===== src/rtl/fifo_stream_pkg.sv =====
// Shared helpers for fifo_stream_reader: width functions and the in-flight popcount.
package fifo_stream_pkg;

    // Widest in-flight pipe the popcount handles; RD_LATENCY is at most 3.
    localparam int PIPE_MAX = 4;

    function automatic int cnt_w(input int skid_depth);
        return $clog2(skid_depth) + 1;
    endfunction

    function automatic int lvl_w(input int addr_bits);
        return addr_bits + 1;
    endfunction

    function automatic logic [2:0] popcount(input logic [PIPE_MAX-1:0] bits);
        logic [2:0] n;
        n = '0;
        for (int i = 0; i < PIPE_MAX; i++) begin
            n = n + 3'(bits[i]);
        end
        return n;
    endfunction

endpackage


===== src/rtl/fifo_stream_reader_skid.sv =====
// Circular skid buffer with a registered head word so the stream data comes straight from a flop.
module skid_buffer
    import fifo_stream_pkg::*;
#(
    parameter int DATA_WIDTH = 32,
    parameter int SKID_DEPTH = 4,
    localparam int CNT_W = cnt_w(SKID_DEPTH),
    localparam int PTR_W = $clog2(SKID_DEPTH)
) (
    input  logic                  clk_i,
    input  logic                  resetn_i,
    input  logic                  push_i,
    input  logic [DATA_WIDTH-1:0] push_data_i,
    input  logic                  pop_i,
    output logic [CNT_W-1:0]      count_o,
    output logic [DATA_WIDTH-1:0] head_o
);

    logic [DATA_WIDTH-1:0] mem_q [SKID_DEPTH];
    logic [PTR_W-1:0]      wr_ptr_q, wr_ptr_d;
    logic [PTR_W-1:0]      rd_ptr_q, rd_ptr_d;
    logic [CNT_W-1:0]      count_q, count_d;
    logic [DATA_WIDTH-1:0] head_q, head_d;

    always_comb begin
        wr_ptr_d = wr_ptr_q;
        rd_ptr_d = rd_ptr_q;
        count_d  = count_q;
        if (push_i) wr_ptr_d = wr_ptr_q + 1'b1;
        if (pop_i)  rd_ptr_d = rd_ptr_q + 1'b1;
        case ({push_i, pop_i})
            2'b10:   count_d = count_q + 1'b1;
            2'b01:   count_d = count_q - 1'b1;
            default: count_d = count_q;
        endcase
        // The incoming word becomes the head when it lands in the slot the read pointer moves to.
        head_d = (push_i && (wr_ptr_q == rd_ptr_d)) ? push_data_i : mem_q[rd_ptr_d];
    end

    always_ff @(posedge clk_i) begin
        if (push_i) mem_q[wr_ptr_q] <= push_data_i;
    end

    always_ff @(posedge clk_i or negedge resetn_i) begin
        if (!resetn_i) begin
            wr_ptr_q <= '0;
            rd_ptr_q <= '0;
            count_q  <= '0;
            head_q   <= '0;
        end else begin
            wr_ptr_q <= wr_ptr_d;
            rd_ptr_q <= rd_ptr_d;
            count_q  <= count_d;
            head_q   <= head_d;
        end
    end

    assign count_o = count_q;
    assign head_o  = head_q;

endmodule


===== src/rtl/fifo_stream_reader.sv =====
// Pulls words from a fifo_sync read port onto a valid/ready stream with packet marking.
// Optional beat/packet counters are built when FIFO_READER_BEATCNT_EN is defined.
module fifo_stream_reader
    import fifo_stream_pkg::*;
#(
    parameter int DATA_WIDTH = 32,
    parameter int ADDR_BITS  = 4,
    parameter int RD_LATENCY = 1,
    parameter int SKID_DEPTH = 4,
    parameter int PKT_LEN    = 8
) (
    input  logic                  clk_i,
    input  logic                  resetn_i,
    input  logic                  enable_i,
    input  logic [ADDR_BITS:0]    fifo_level_i,
    output logic                  fifo_rd_o,
    input  logic [DATA_WIDTH-1:0] fifo_data_i,
    output logic                  m_valid_o,
    output logic [DATA_WIDTH-1:0] m_data_o,
    output logic                  m_last_o,
    input  logic                  m_ready_i,
    output logic                  idle_o
`ifdef FIFO_READER_BEATCNT_EN
    ,
    output logic [31:0]           beat_count_o,
    output logic [15:0]           pkt_count_o
`endif
);

    localparam int CNT_W = cnt_w(SKID_DEPTH);
    localparam int LVL_W = lvl_w(ADDR_BITS);
    localparam int SUM_W = ((LVL_W > CNT_W) ? LVL_W : CNT_W) + 1;
    localparam logic [15:0] LAST_BEAT = 16'(PKT_LEN - 1);

    typedef logic [SUM_W-1:0] sum_t;

    logic [RD_LATENCY-1:0] pipe_q, pipe_d;
    logic [PIPE_MAX-1:0]   pipe_ext;
    logic [2:0]            inflight;
    logic                  skid_push;
    logic [CNT_W-1:0]      skid_count;
    logic [DATA_WIDTH-1:0] skid_head;
    logic                  accept;
    logic [15:0]           beat_cnt_q, beat_cnt_d;
    sum_t                  level_s, inflight_s, count_s;

    always_comb begin
        pipe_ext = '0;
        pipe_ext[RD_LATENCY-1:0] = pipe_q;
    end

    assign inflight   = popcount(pipe_ext);
    assign level_s    = sum_t'(fifo_level_i);
    assign inflight_s = sum_t'(inflight);
    assign count_s    = sum_t'(skid_count);

    // Level still counts reads younger than RD_LATENCY, and the skid must have room for every read in flight.
    assign fifo_rd_o = resetn_i && enable_i && (level_s > inflight_s)
                       && ((count_s + inflight_s) < sum_t'(SKID_DEPTH));

    always_comb begin
        pipe_d    = pipe_q;
        pipe_d[0] = fifo_rd_o;
        for (int i = 1; i < RD_LATENCY; i++) begin
            pipe_d[i] = pipe_q[i-1];
        end
    end

    assign skid_push = pipe_q[RD_LATENCY-1];

    skid_buffer #(
        .DATA_WIDTH (DATA_WIDTH),
        .SKID_DEPTH (SKID_DEPTH)
    ) u_skid (
        .clk_i       (clk_i),
        .resetn_i    (resetn_i),
        .push_i      (skid_push),
        .push_data_i (fifo_data_i),
        .pop_i       (accept),
        .count_o     (skid_count),
        .head_o      (skid_head)
    );

    assign m_valid_o = (skid_count != '0);
    assign m_data_o  = skid_head;
    assign accept    = m_valid_o && m_ready_i;
    assign m_last_o  = m_valid_o && (beat_cnt_q == LAST_BEAT);
    assign idle_o    = (skid_count == '0) && (inflight == '0);

    always_comb begin
        beat_cnt_d = beat_cnt_q;
        if (accept) beat_cnt_d = (beat_cnt_q == LAST_BEAT) ? 16'd0 : beat_cnt_q + 16'd1;
    end

    always_ff @(posedge clk_i or negedge resetn_i) begin
        if (!resetn_i) begin
            pipe_q     <= '0;
            beat_cnt_q <= '0;
        end else begin
            pipe_q     <= pipe_d;
            beat_cnt_q <= beat_cnt_d;
        end
    end

`ifdef FIFO_READER_BEATCNT_EN
    logic [31:0] beat_total_q, beat_total_d;
    logic [15:0] pkt_total_q, pkt_total_d;

    always_comb begin
        beat_total_d = beat_total_q;
        pkt_total_d  = pkt_total_q;
        if (accept)             beat_total_d = beat_total_q + 32'd1;
        if (accept && m_last_o) pkt_total_d  = pkt_total_q + 16'd1;
    end

    always_ff @(posedge clk_i or negedge resetn_i) begin
        if (!resetn_i) begin
            beat_total_q <= '0;
            pkt_total_q  <= '0;
        end else begin
            beat_total_q <= beat_total_d;
            pkt_total_q  <= pkt_total_d;
        end
    end

    assign beat_count_o = beat_total_q;
    assign pkt_count_o  = pkt_total_q;
`endif

endmodule

===== config.mk =====
export PLATFORM = sky130hd
export DESIGN_NAME = fifo_stream_reader
export DESIGN_NICKNAME = d
export VERILOG_FILES = /design/src/rtl/fifo_stream_pkg.sv /design/src/rtl/fifo_stream_reader_skid.sv /design/src/rtl/fifo_stream_reader.sv
export SDC_FILE = /design/constraint.sdc
export NUM_CORES = 1
export LEC_CHECK = 0
export BUFFER_PORTS_ARGS = -buffer_cell sky130_fd_sc_hd__buf_2
export CAP_MARGIN = 20
export CELL_PAD_IN_SITES_DETAIL_PLACEMENT = 1
export CELL_PAD_IN_SITES_GLOBAL_PLACEMENT = 1
export CORE_ASPECT_RATIO = 1.1
export CORE_MARGIN = 4
export CORE_UTILIZATION = 53
export DETAILED_ROUTE_END_ITERATION = 6
export GPL_TIMING_DRIVEN = 0
export PLACE_DENSITY = 0.95
export SYNTH_ARGS = -nofsm -noshare
export SYNTH_HDL_FRONTEND = slang
export SYNTH_SLANG_ARGS = --single-unit

===== constraint.sdc =====
create_clock -name clk_i -period 5.2 [get_ports clk_i]
set_input_delay 0.26 -clock clk_i [delete_from_list [all_inputs] [get_ports clk_i]]
set_output_delay 0.26 -clock clk_i [all_outputs]
set_load 0.02 [all_outputs]

==> flow_summary.ini <==
[outcome]
outcome = completed

[placed_design]
pre_cts_ws_ps = 2870
place_inst = 976
place.gp.congestion = 0.821
place_area_sq_mm = 0.00953
portBuffers = 76
dpl.hpwl_mm = 17.2

[sta]
tightest_slew_ps = 1030
slew_headroom_pct = 31.4
maxSlewViolCount = 0
final.setup_skew_ps = 11.0
fmax_mhz = 406
setup_tns_ps = 0
finalCritPeriodShare_pct = 47.3
whs_ps = 38.0
finalSetupViolations = 0
final-hold-violation-count = 0
rsz0062_at_grt = false
setup_ws_ps = 2740
finalCriticalPeriod_ps = 2460

[clock_network]
cts_tree = built
ctsRootBufferMaster = clkbuf_16
path_clk_slew_ps = 70
cts_buffer_depth = 2
cts_hold_buf = 1
post_cts_buffers = 0
post_cts_resized = 0
clock_sinks = 184
htree_levels = 4
cts_buffers = 17
insertion_delay_ps = 460

[floorplanning]
die_y_um = 144
ios = 77
start_util_pct = 54.2
die-area_sq_mm = 0.0189
core-area_sq_mm = 0.0164
rows = 49
dieWidth_um = 131

[drt]
dr.pass1.iters = 5
ant_nets = 0
vias = 6711
post_drt_wl_per_cell_um = 28.0
post-route-drc-count = 0
routed_wl_mm = 28.2
drtIter0Drc = 665
vias_per_cell = 6.65

[grt]
antenna_found_initial = 0
grt-ovfl-total = 0
first_global_vias = 7446
grtUsageTotal_pct = 30.2
grt_pass1_wl_mm = 43.3
grt_max_degree = 42

[synth]
synthesis.area_sq_mm = 0.00887
ys.flop_type = edfxtp_1
synth_nets = 744
synth_seq_area_share_pct = 59.1
synth-edff-count = 128
netlist_instances = 695
yosys.cell_types.count = 41
synth.avg_cell_area_sq_um = 12.8
asyncSetResetFlopFracSynth_pct = 30.4
yosysWarnings = 0
synth-seq-cells = 184

[hold_path]
holdCritPathClass = in2reg

[cells_and_area]
finalNonFillerCells = 1009
area_delta_synth_final_pct = 14.4
drive_gt1_share_pct = 18.3
diodes = 0
fin_nets = 841
final_cell_area_sq_mm = 0.0101

[power]
p_leak_nw = 4.19
power-per-cell-area_mw_per_mm2 = 570
peakVddDrop_mv = 0.285

[setup_path]
cp.arrival_ps = 2810
worstSetupEndpointType = flop
worstPathRequired_ps = 5550
critPathLaunchType = flop
crit_type = reg2reg
path_max_fanout = 10

[flow_run]
maxCapViolCount = 0
==> routing by layer <==
layer / GRT usage (%) / wire length (um)
met5: 0 / 0
met4: 15.7 / 1160
met3: 6.23 / 1920
met2: 52.5 / 14500
met1: 36.2 / 10700
==> path summary, 6_finish.rpt <==
check | startpoint | endpoint | slack (ps) | cells past startpoint
setup / recovery | u_skid.count_o[2]$_DFFE_PN0P_ | u_skid.head_o[2]$_DFF_PN0_ | 2740 | 7
hold / removal | fifo_data_i[12] | u_skid.mem_q[0][12]$_DFFE_PP_ | 40 | 1
setup reg to reg | u_skid.count_o[2]$_DFFE_PN0P_ | u_skid.head_o[2]$_DFF_PN0_ | 2740 | 7
hold reg to reg | beat_cnt_q[15]$_DFFE_PN0N_ | beat_cnt_q[15]$_DFFE_PN0N_ | 500 | 1
max in group asynchronous | resetn_i | u_skid.head_o[21]$_DFF_PN0_ | 4290 | 3
min in group asynchronous | resetn_i | u_skid.head_o[6]$_DFF_PN0_ | 300 | 2
==> synthesized netlist by cell type, types with 5 or more instances <==
library cell,n,area (sq um)
edfxtp_1,128,3840
mux2i_1,125,1250
nor2_1,73,274
dfrtp_1,56,1400
inv_1,41,154
nor2b_1,35,219
o221ai_1,32,280
a32oi_1,31,272
o2bb2ai_1,31,272
buf_2,28,140
clkbuf_1,22,82.6
nand2_1,13,48.8
xnor2_1,11,96.3
xor2_1,10,87.6
ha_1,7,87.6
nand3_1,6,30.0
nand4_1,5,31.3
==> kinds of logic after synthesis <==
group | count (synthesis) | share of synthesized area, %
flip-flops | 184 | 59.1
AND/OR/NAND/NOR | 151 | 8.19
adder cells (fa/ha/maj) | 8 | 1.21
multiplexers | 127 | 14.4
AO/OA/AOI/OAI | 108 | 10.4
buffers and inverters | 96 | 4.58
XOR/XNOR | 21 | 2.07
==> placed cells by master (no fill, tap or decap), drive strengths merged, types with 32 or more instances in the layout <==
cell,instances
o221ai,32
buf,108
mux2i,126
edfxtp,128
nor2,73
clkbuf,43
inv,47
nor2b,35
dfrtp,56
==> worst max-delay path, cell delays in order (launching register included) <==
cell and delay [ps]:
dfrtp_1 430, o31ai_1 280, buf_2 310, inv_2 130, nand2_1 370, buf_2 370, o221ai_1 190, o2bb2ai_1 280
==> flip-flops by register name, summed over array words and instances, names as in the netlist <==
register and count:
beat_cnt_q 16, pipe_q 1, u_skid.count_o 3, u_skid.head_o 32, u_skid.mem_q 128, u_skid.rd_ptr_q 2, u_skid.wr_ptr_q 2
==> area by class of cell <==
cell class              count  area (sq um)
fillers                  1626          6220
flip-flops and latches    184          5250
multi-input cells         415          3220
clock buffers              21           470
repair buffers             78           410
well taps                 204           255
plain buffers              53           245
inverters                  43           161
clock inverters            11           134
==> metrics by stage <==
step                util (%)  power, mW
CTS                     62.0       5.73
detailed placement      58.2       4.31
finish                  62.0       5.78
floorplan                  -       3.53
global route            62.0       6.00
global placement        58.1       4.14
==> where the power goes <==
group          switching, mW  total (mW)  internal [mW]
logic                   1.60        2.44          0.839
clock network          0.608        1.36          0.756
registers              0.146        1.98           1.83
No activity file was read; power rests on OpenSTA's default activity.
